## config.mk

```make
export PLATFORM = sky130hd
export DESIGN_NAME = switch_allocator
export DESIGN_NICKNAME = d
export VERILOG_FILES = /design/src/rtl/router_pkg.sv /design/src/rtl/rr_arbiter.sv /design/src/rtl/switch_allocator.sv
export SDC_FILE = /design/constraint.sdc
export NUM_CORES = 1
export LEC_CHECK = 0
export CORE_ASPECT_RATIO = 0.8
export CORE_MARGIN = 1
export CORE_UTILIZATION = 35
export CTS_CLUSTER_DIAMETER = 50
export DETAILED_ROUTE_END_ITERATION = 8
export PLACE_DENSITY = 0.65
export SLEW_MARGIN = 10
export SYNTH_ARGS = -nofsm -noshare
export SYNTH_HDL_FRONTEND = slang
export SYNTH_SLANG_ARGS = --single-unit
```

## constraint.sdc

```tcl
create_clock -name clk -period 2.5 [get_ports clk]
set_clock_uncertainty 0.2 [all_clocks]
set_input_delay 0.375 -clock clk [delete_from_list [all_inputs] [get_ports clk]]
set_output_delay 0.375 -clock clk [all_outputs]
set_load 0.1 [all_outputs]
```

## src/rtl/router_pkg.sv

```systemverilog
`default_nettype none
// ============================================================================
//  Module      : router_pkg
//  Description : Shared constants and the per-output state encoding used by
//                the switch allocator and its round-robin arbiter.
//  Revision    : 1.0 - initial release
// ============================================================================
package router_pkg;

  // A route_dest value of zero means "no valid destination".
  localparam int DEST_NONE  = 0;

  // Port numbering of the router.
  localparam int PORT_X     = 0;
  localparam int PORT_Y     = 1;
  localparam int PORT_LOCAL = 2;

  // Each output is either free or locked to one input for a whole packet.
  typedef enum logic {
    IDLE   = 1'b0,
    LOCKED = 1'b1
  } out_state_e;

endpackage : router_pkg
`default_nettype wire

```

## src/rtl/rr_arbiter.sv

```systemverilog
`default_nettype none
// ============================================================================
//  Module      : rr_arbiter
//  Description : Combinational round-robin arbiter. Grants the first set
//                request at or after ptr_i, wrapping from NUM_PORTS-1 to 0.
//                Grant is one-hot, or all-zero when nothing is requested.
//  Revision    : 1.0 - initial release
// ============================================================================
module rr_arbiter
  import router_pkg::*;
#(
  parameter int NUM_PORTS = 3,
  parameter int PTR_W     = (NUM_PORTS > 1) ? $clog2(NUM_PORTS) : 1
) (
  input  logic [NUM_PORTS-1:0] req_i,
  input  logic [PTR_W-1:0]     ptr_i,
  output logic [NUM_PORTS-1:0] gnt_o
);

  // Rotate right so the pointer position lands on bit 0.
  function automatic logic [NUM_PORTS-1:0] rot_right(
    input logic [NUM_PORTS-1:0] v,
    input logic [PTR_W-1:0]     s
  );
    logic [2*NUM_PORTS-1:0] t;
    t = {v, v} >> s;
    return t[NUM_PORTS-1:0];
  endfunction

  // Rotate left, undoing rot_right.
  function automatic logic [NUM_PORTS-1:0] rot_left(
    input logic [NUM_PORTS-1:0] v,
    input logic [PTR_W-1:0]     s
  );
    logic [2*NUM_PORTS-1:0] t;
    t = {v, v} << s;
    return t[2*NUM_PORTS-1:NUM_PORTS];
  endfunction

  logic [NUM_PORTS-1:0] w_req_rot;
  logic [NUM_PORTS-1:0] w_gnt_rot;

  assign w_req_rot = rot_right(req_i, ptr_i);

  // Fixed priority on the rotated vector: lowest set bit wins.
  always_comb begin
    w_gnt_rot = '0;
    for (int k = NUM_PORTS - 1; k >= 0; k--) begin
      if (w_req_rot[k]) begin
        w_gnt_rot = NUM_PORTS'(1) << k;
      end
    end
  end

  assign gnt_o = rot_left(w_gnt_rot, ptr_i);

endmodule : rr_arbiter
`default_nettype wire

```

## src/rtl/switch_allocator.sv

```systemverilog
`default_nettype none
// ============================================================================
//  Module      : switch_allocator
//  Description : Per-output packet-lock switch allocator. Each output locks
//                to one input for a whole packet (head to tail), chosen by a
//                round-robin arbiter, and drives the crossbar select.
//                Optional lock watchdog enabled by SWITCH_ALLOC_TIMEOUT_EN.
//  Revision    : 1.0 - initial release
// ============================================================================
module switch_allocator
  import router_pkg::*;
#(
  parameter int NUM_PORTS = 3,
  parameter int SEL_W     = $clog2(NUM_PORTS + 1),
  parameter int TIMEOUT   = 16
) (
  input  logic                       clk,
  input  logic                       rst_n,
  input  logic [NUM_PORTS-1:0]       route_valid,
  input  logic [NUM_PORTS*SEL_W-1:0] route_dest,
  input  logic [NUM_PORTS-1:0]       route_last,
  output logic [NUM_PORTS-1:0]       route_grant,
  output logic [NUM_PORTS*SEL_W-1:0] control,
  output logic [NUM_PORTS-1:0]       error,
  input  logic                       error_clear,
  output logic [NUM_PORTS-1:0]       timeout
);

  localparam int PTR_W = (NUM_PORTS > 1) ? $clog2(NUM_PORTS) : 1;

  // Per output, a one-hot vector marking its current owner (zero when idle).
  logic [NUM_PORTS-1:0] w_lock_oh [NUM_PORTS];
  // Inputs currently owning some output; they are the granted inputs.
  logic [NUM_PORTS-1:0] w_busy;
  logic [NUM_PORTS-1:0] w_bad_dest;
  logic [NUM_PORTS-1:0] error_q;
  logic [NUM_PORTS-1:0] error_d;

  // Gather ownership of every output into the per-input grant vector.
  always_comb begin
    w_busy = '0;
    for (int o = 0; o < NUM_PORTS; o++) begin
      w_busy = w_busy | w_lock_oh[o];
    end
  end

  assign route_grant = w_busy;

  // Invalid destinations from inputs not already holding a lock are flagged;
  // an owner's destination is ignored until its packet completes.
  always_comb begin
    w_bad_dest = '0;
    for (int i = 0; i < NUM_PORTS; i++) begin
      w_bad_dest[i] = route_valid[i] && !w_busy[i] &&
                      ((route_dest[i*SEL_W +: SEL_W] == SEL_W'(DEST_NONE)) ||
                       (route_dest[i*SEL_W +: SEL_W] >  SEL_W'(NUM_PORTS)));
    end
  end

  // A new error event wins over a simultaneous clear.
  assign error_d = (error_clear ? '0 : error_q) | w_bad_dest;

  // Sticky error flags.
  always_ff @(posedge clk or negedge rst_n) begin
    if (!rst_n) begin
      error_q <= '0;
    end else begin
      error_q <= error_d;
    end
  end

  assign error = error_q;

  for (genvar o = 0; o < NUM_PORTS; o++) begin : g_out
    out_state_e           state_q, state_d;
    logic [PTR_W-1:0]     owner_q, owner_d;
    logic [PTR_W-1:0]     ptr_q,   ptr_d;
    logic [NUM_PORTS-1:0] w_req;
    logic [NUM_PORTS-1:0] w_win;
    logic [PTR_W-1:0]     w_win_idx;
    logic [PTR_W-1:0]     w_ptr_next;
    logic                 w_own_valid;
    logic                 w_own_last;

    // Requests for this output from inputs that are not already locked elsewhere.
    always_comb begin
      w_req = '0;
      for (int i = 0; i < NUM_PORTS; i++) begin
        w_req[i] = route_valid[i] && !w_busy[i] &&
                   (route_dest[i*SEL_W +: SEL_W] == SEL_W'(o + 1));
      end
    end

    rr_arbiter #(
      .NUM_PORTS (NUM_PORTS),
      .PTR_W     (PTR_W)
    ) u_arb (
      .req_i (w_req),
      .ptr_i (ptr_q),
      .gnt_o (w_win)
    );

    // Convert the one-hot winner into an input index.
    always_comb begin
      w_win_idx = '0;
      for (int i = 0; i < NUM_PORTS; i++) begin
        if (w_win[i]) begin
          w_win_idx = PTR_W'(i);
        end
      end
    end

    assign w_own_valid = route_valid[owner_q];
    assign w_own_last  = route_last[owner_q];
    assign w_ptr_next  = (owner_q == PTR_W'(NUM_PORTS - 1)) ? '0 : owner_q + 1'b1;

    assign w_lock_oh[o] = (state_q == LOCKED) ? (NUM_PORTS'(1) << owner_q) : '0;
    assign control[o*SEL_W +: SEL_W] =
        (state_q == LOCKED) ? (SEL_W'(owner_q) + SEL_W'(1)) : '0;

`ifdef SWITCH_ALLOC_TIMEOUT_EN
    localparam int CNT_W = $clog2(TIMEOUT + 1);
    logic [CNT_W-1:0] cnt_q, cnt_d;
    logic             to_q,  to_d;
`endif

    // Lock/release decision; a release always leaves one idle cycle.
    always_comb begin
      state_d = state_q;
      owner_d = owner_q;
      ptr_d   = ptr_q;
`ifdef SWITCH_ALLOC_TIMEOUT_EN
      cnt_d   = cnt_q;
      to_d    = to_q;
`endif
      case (state_q)
        IDLE: begin
`ifdef SWITCH_ALLOC_TIMEOUT_EN
          cnt_d = '0;
`endif
          if (|w_req) begin
            state_d = LOCKED;
            owner_d = w_win_idx;
          end
        end
        LOCKED: begin
          if (w_own_valid && w_own_last) begin
            state_d = IDLE;
            ptr_d   = w_ptr_next;
          end
`ifdef SWITCH_ALLOC_TIMEOUT_EN
          // Watchdog: consecutive owner-idle cycles force a release.
          if (w_own_valid) begin
            cnt_d = '0;
          end else if (cnt_q == CNT_W'(TIMEOUT - 1)) begin
            state_d = IDLE;
            ptr_d   = w_ptr_next;
            to_d    = 1'b1;
            cnt_d   = '0;
          end else begin
            cnt_d = cnt_q + 1'b1;
          end
`endif
        end
        default: state_d = IDLE;
      endcase
    end

    // Output state registers; reset drops every lock and rewinds the pointer.
    always_ff @(posedge clk or negedge rst_n) begin
      if (!rst_n) begin
        state_q <= IDLE;
        owner_q <= '0;
        ptr_q   <= '0;
`ifdef SWITCH_ALLOC_TIMEOUT_EN
        cnt_q   <= '0;
        to_q    <= 1'b0;
`endif
      end else begin
        state_q <= state_d;
        owner_q <= owner_d;
        ptr_q   <= ptr_d;
`ifdef SWITCH_ALLOC_TIMEOUT_EN
        cnt_q   <= cnt_d;
        to_q    <= to_d;
`endif
      end
    end

`ifdef SWITCH_ALLOC_TIMEOUT_EN
    assign timeout[o] = to_q;
`endif
  end : g_out

`ifndef SWITCH_ALLOC_TIMEOUT_EN
  assign timeout = '0;
`endif

endmodule : switch_allocator
`default_nettype wire

```

Word-level counts from Yosys, hierarchy flattened. Cells that the tools add are included.

Add/sub/neg operators: 3. Order comparisons: 6. Equality and inequality tests: 12. Shifts and indexed selects: 9. Mux-type cells: 46. Bitwise operators: 6. Reductions and logical operators: 36.

Operators with widths (count): two-way mux 3 bit (13); equality test 2 bit (second input constant) (9); logical AND 1 bit (18); two-way mux 2 bit (9); left shift 6 x 2 -> 6 bit (3); >> shifter 6 x 2 -> 3 bit (3); two-way mux 1 bit (15); binary-select mux 1 bit (select 2 bit) (6); AND reduction 2 bit (6); < comparator 2 x 3 -> 1 bit (second input constant) (3); bitwise OR 3 bit (3); OR reduction 3 bit (3); left shift 1 x 2 -> 3 bit (first input constant) (3); adder 2 x 1 -> 2 bit (second input constant) (3); equality test 2 x 1 -> 1 bit (second input constant) (3); greater-than comparator 2 bit (second input constant) (3); logical NOT 2 bit (3); case mux 1 bit (2 select lines) (3); logical NOT 1 bit (3); logical OR 1 bit (3); NOT 1 bit (3).

Register bits: 18. Bits of input ports: 15. Logic and storage cells: 128.

Longest topological paths before layout. Gate-level depths: netlist of run 1.

Depth in word-level cells: 14. Mapped depth: 6. Depth with buffers taken out: 6.

Cells and area by module. A second synthesis of run 1 with hierarchy kept.

Cell total of the unflattened synthesis: 150. Area total of the unflattened synthesis: 1437.6 um^2.

By module, submodules not included: switch_allocator (times used 1, cells each 120, area an instance 1212.4 um^2, seq. area each 450.4 um^2); rr_arbiter (times used 3, cells each 10, area an instance 75.1 um^2, seq. area each 0.0 um^2).

Worst setup path after synthesis of run 1. OpenSTA, ideal clock, no wires.

Path kind: reg-to-output. From: reg g_out[1].owner_q[0]. To: out route_grant[0]. Data arrival time: 1943 ps. Required time: 1925 ps. Path slack: -18 ps. Stages on the path, launching flop included: 5. Buffers on the path: 0. Cell sequence: dfrtp_1 > inv_1 > ha_1 > a222oi_1 > inv_1.

Cells in the longest elaborated chain, start to end: 4.

Ends and longest elaborated chain: from (decl) (line switch_allocator.sv:76) `logic [PTR_W-1:0] owner_q, owner_d;`; from (signal assigned) (line switch_allocator.sv:181) `owner_q <= owner_d;`; left shift 1 x 2 -> 3 bit (line switch_allocator.sv:117) `assign w_lock_oh[o] = (state_q == LOCKED) ? (NUM_PORTS'(1) << owner_q) : '0;`; two-way mux 3 bit (line switch_allocator.sv:117); bitwise OR 3 bit (2 in series) (line switch_allocator.sv:43) `w_busy = w_busy | w_lock_oh[o];`; to (decl) (line switch_allocator.sv:22) `output logic [NUM_PORTS-1:0] route_grant,`.

No other way between the ends.

Worst setup path in the final report of run 1.
From: reg g_out[1].owner_q[1]. To: out route_grant[1].

Same word-level chain as after synthesis.

==> results of run 1 <==
==> cell families (layout without fill, tap and decap cells) <==
| family | count (synthesis) | count (layout) | synth area share (%) |
|---|---|---|---|
| AO/OA/AOI/OAI | 34 | 34 | 18.0 |
| adder cells (fa/ha/maj) | 15 | 15 | 13.9 |
| buffers and inverters | 23 | 54 | 8.15 |
| flip-flops | 18 | 18 | 33.3 |
| multiplexers | 6 | 6 | 5.00 |
| other | 1 | 3 | 0.278 |
| AND/OR/NAND/NOR | 49 | 49 | 21.4 |
==> critical path, cell delays in order, from the launching register on <==
cell,delay [ns]
dfrtp_1,0.42
inv_2,0.09
ha_1,0.19
a222oi_1,0.42
buf_4,0.22
inv_1,0.07
buf_12,0.16
==> state kept, by name, summed over array words and instances, names as in the netlist <==
register,flops
g_out.owner_q,6
g_out.ptr_q,6
error,3
g_out.state_q,3
==> final cells by class <==
class,count,share of cell area (%)
Inverter,15,3.15
Tap cell,42,2.94
Timing Repair Buffer,35,20.8
Multi-Input combinational cell,107,44.6
Sequential cell,18,25.4
Clock buffer,4,3.08
==> what timing repair did <==
item,4_1_cts,5_1_grt
setup buffers,0,3
setup endpoints to repair,0,4
hold endpoints to repair,0,0
gates resized for setup,0,4
==> how the worst max path moves through the flow <==
stage	cells after the start	end	slack [ns]	startpoint
2_1_floorplan	4	route_grant[2]	0.06	g_out[0].owner_q[0]
3_3_place_gp	5	g_out[1].ptr_q[1]	0.28	route_valid[1]
3_5_place_dp	6	g_out[0].owner_q[0]	0.19	g_out[2].owner_q[1]
4_1_cts	6	route_grant[1]	0.001	g_out[2].owner_q[1]
5_1_grt	6	route_grant[1]	0.009	g_out[1].owner_q[1]
6_report	6	route_grant[1]	0.09	g_out[1].owner_q[1]
==> Yosys cell counts (2+ instances only) <==
| master | instances | area [sq um] |
|---|---|---|
| nor2b_1 | 8 | 50.1 |
| nand2_1 | 9 | 33.8 |
| o21ai_0 | 5 | 25.0 |
| a21oi_1 | 6 | 30.0 |
| nand3b_1 | 3 | 22.5 |
| nand2b_1 | 2 | 12.5 |
| a31oi_1 | 5 | 31.3 |
| buf_4 | 4 | 30.0 |
| a222oi_1 | 3 | 30.0 |
| o32ai_1 | 4 | 35.0 |
| nor3_1 | 3 | 15.0 |
| nor2_1 | 2 | 7.51 |
| clkbuf_1 | 2 | 7.51 |
| mux2_2 | 6 | 67.6 |
| nand4b_1 | 2 | 17.5 |
| dfrtp_1 | 18 | 450 |
| nand4_1 | 5 | 31.3 |
| and4_1 | 2 | 17.5 |
| and2_1 | 2 | 12.5 |
| inv_1 | 15 | 56.3 |
| nand3_1 | 6 | 30.0 |
| ha_1 | 15 | 188 |
==> per-stage QoR <==
step | utilization, % | std cells | setup slack [ns] | cell area (sq um)
floorplan | - | 148 | 0.0589 | 1360
CTS | 49.4 | 218 | 0.00150 | 1760
detailed placement | 47.9 | 214 | 0.191 | 1710
global placement | 47.9 | 214 | 0.279 | 1710
global route | 50.2 | 221 | 0.00928 | 1790
finish | 50.2 | 221 | 0.0929 | 1790
==> routing by layer <==
layer	wire length [microns]	GRT usage [%]	vias up	share of wire, %
li1	-	-	595	-
met1	1680	24.9	588	48
met2	1520	28.0	53	43
met5	0	0	-	0
met4	0	1.96	0	0
met3	317	5.48	0	9.0
==> qor.csv, run 1 <==
metric;value;unit
timing.rr.end;g_out[0].owner_q[0];
multiInputGateArea;798;sq um
io_pins;30;
fmax;415;MHz
wl_per_cell;15.9;microns
yosysUniqueCellTypes;41;
arrival;1.83;ns
area_growth_syn_to_layout;32.4;%
post-route-period-util;96.3;%
cp-start-kind;flop;
grt-ovfl-total;0;
clk_pin_slew_worst_paths;0.07;ns
n_fill_cell;324;
hold-worst-slack;0.250;ns
place_congestion;0.945;
yosysSeqAreaShare;33.3;%
synth_area;0.00135;sq mm
wl;3520;microns
final_nets;210;
avgSynthCellArea;9.26;sq um
critPathMaxFanout;6;
period_needed;2.41;ns
initial_core_util;37.9;%
tns;0;ns
drc_errors;0;
syn_inst;146;
synth_edf_count;0;
holdCritPathClass;primary input to async pin;
drive_gt1_share;21.8;%
ys_ff_latch;18;
yosys_warnings;0;
reg2regPathDepth;7;
drt_first_pass_iters;4;
grt_pass1_vias;1182;
design.core.area;0.00357;sq mm
cts_tree;done;
drtAntennaViolNets;0;
vias;1236;
grt_pass1_wl;5690;microns
clock_sinks;18;
slew_violations;0;
ctsHtreeMaxLevel;1;
die_h;57.6;microns
r2r_slack;0.12;ns
seqCellArea;454;sq um
synth_ff_type;dfrtp_1;
grt_max_degree;19;
drt_iter0_markers;184;
reg2reg_from;g_out[1].owner_q[1];
grt_use_total;17.8;%
cts-root-buf;clkbuf_8;
rows;19;
die-area;0.00411;sq mm
portBuffers;26;
diodes;0;
hold_viol;0;
fp.dieW;71.5;microns
clockBufferDepth;2;
status;complete, no violations;
cts_buffers;3;
clock_latency;0.26;ns
required;1.92;ns
setup_viol;0;
critPathKind;flop to output pin;
vias_per_cell;5.59;
synth-async-reset-ratio;100;%
cap_violations;0;
dpl.hpwl;2670;microns
antenna_found_initial;0;
final_cell_mix;ha_1 (15), dfrtp_1 (15), buf_4 (15);
holdBufCountCts;0;
end_kind;output pin;
rsz0062_at_grt;no;
Power of run 1 is not shown: default switching activity piles up to over one toggle a cycle in this logic, so the estimate is an artifact.
==> run 2: changes to the inputs <==
==> constraint.sdc (replaced) <==
create_clock -name clk -period 2.9 [get_ports clk]
set_clock_uncertainty 0.2 [all_clocks]
set_input_delay 0.435 -clock clk [delete_from_list [all_inputs] [get_ports clk]]
set_output_delay 0.435 -clock clk [all_outputs]
set_load 0.1 [all_outputs]
==> qor.csv, run 2 (synthesis gave the netlist of run 1 again) <==
metric;value;unit;change
status;complete, no violations;;
hold_viol;0;;unchanged
layout_setup_ws;0.364;ns;+0.271 ns
final_cells;217;;-1.8%
grt_pass1_vias;1167;;-1.3%
grt-ovfl-total;0;;unchanged
dp_cells;211;;-1.4%
initial_core_util;37.9;%;unchanged
vias;1262;;+2.1%
post_cts_buffers;0;;unchanged
setup_viol;0;;unchanged
cts_tree;done;;
die_h;57.6;microns;unchanged
drc_errors;0;;unchanged
end_kind;output pin;;
required;2.27;ns;+0.35 ns
cts.repair.resized;0;;unchanged
post-place-ws;0.443;ns;+0.252 ns
diodes;0;;unchanged
clockBufferDepth;2;;unchanged
maxSlewHeadroom;41.1;%;
tightest_slew;0.881;ns;
die-area;0.00411;sq mm;unchanged
holdBufCountCts;0;;unchanged
place_congestion;0.911;;-3.5%
clock_latency;0.26;ns;about the same
grt_pass1_wl;5890;microns;+3.6%
period_needed;2.54;ns;
rows;19;;unchanged
rsz0062_at_grt;no;;
area_growth_syn_to_layout;27.1;%;
seqCellArea;450;sq um;-0.83%
fp.dieW;71.5;microns;unchanged
drt_iter0_markers;147;;-20%
vias_per_cell;5.82;;+4.0%
post-route-period-util;87.4;%;
cap_violations;0;;unchanged
layout_commonest_cell;dfrtp_1;;
drtAntennaViolNets;0;;unchanged
cp-start-kind;flop;;
slew_violations;0;;unchanged
tns;0;ns;unchanged
critPathMaxFanout;6;;unchanged
portBuffers;26;;unchanged
wl;3800;microns;+7.9%
wl_per_cell;17.5;microns;+9.9%
final_cell_mix;dfrtp_1 (18), inv_1 (15), ha_1 (15);;
post-route-util;48.2;%;-2.0 points
n_fill_cell;350;;+8.0%
critPathKind;flop to output pin;;
grt_max_degree;19;;unchanged
top_regs;g_out.owner_q (6), g_out.ptr_q (6);;
drt_first_pass_iters;5;;+1
holdCritPathClass;flop to flop;;
ctsHtreeMaxLevel;1;;unchanged
grt_use_total;18.8;%;+1.0 points
io_pins;30;;unchanged
dpl.hpwl;2740;microns;+2.6%
cts-root-buf;clkbuf_8;;
antenna_found_initial;0;;unchanged
clk_pin_slew_worst_paths;0.07;ns;about the same
drive_gt1_share;17.1;%;-4.6 points
final_nets;206;;-1.9%
design.core.area;0.00357;sq mm;unchanged
arrival;1.90;ns;+0.07 ns
multiInputGateArea;798;sq um;unchanged
clock_sinks;18;;unchanged
cts_buffers;3;;unchanged
fmax;394;MHz;
[run 2: worst paths after layout]
check                                      end  slack [ns]  cells past startpoint                start
setup / recovery                route_grant[1]        0.36                      6  g_out[2].owner_q[1]
hold / removal               g_out[2].ptr_q[1]        0.32                      1    g_out[2].ptr_q[1]
setup reg to reg           g_out[0].owner_q[1]        0.48                      7  g_out[0].owner_q[0]
hold reg to reg              g_out[2].ptr_q[1]        0.32                      1    g_out[2].ptr_q[1]
max in group asynchronous  g_out[2].owner_q[0]        1.48                      1                rst_n
min in group asynchronous    g_out[1].ptr_q[1]        0.47                      1                rst_n
[run 2: per-layer routing]
metal	part of all wire [%]	up-vias	track usage (%)
li1	-	585	-
met1	47	605	27.6
met2	44	68	28.3
met4	0.55	0	3.08
met3	8.0	4	4.77
met5	0	-	0
[run 2: cell type report]
class                           instances  area share (%)
Clock buffer                            4            3.20
Timing Repair Buffer                   31            17.8
Multi-Input combinational cell        107            46.5
Tap cell                               42            3.06
Inverter                               15            3.28
Sequential cell                        18            26.2
[run 2: critical path: stages (launching register included)]
cell and delay [ns]:
dfrtp_1 0.44, inv_1 0.12, ha_1 0.20, a222oi_1 0.40, buf_4 0.23, inv_1 0.08
buf_12 0.17
[run 2: per-stage QoR]
step	instance area (sq um)	hold slack [ns]
4_1_cts	1700	0.325
6_report	1720	0.319
3_5_place_dp	1650	0.308
2_1_floorplan	1360	-0.0606
5_1_grt	1720	0.334
3_3_place_gp	1650	0.300
Power of run 2 is left out for the same reason.
==> run 3: changes to the inputs <==
--- a/config.mk
+++ b/config.mk
@@ -10,6 +10,7 @@
 export CORE_UTILIZATION = 35
 export CTS_CLUSTER_DIAMETER = 50
 export DETAILED_ROUTE_END_ITERATION = 8
+export HOLD_SLACK_MARGIN = 0.02
 export PLACE_DENSITY = 0.65
 export SLEW_MARGIN = 10
 export SYNTH_ARGS = -nofsm -noshare
==> results of run 3 <==
The final DEF is identical to that of run 2; final timing and power are the same.
Power of run 3 is left out for the same reason.
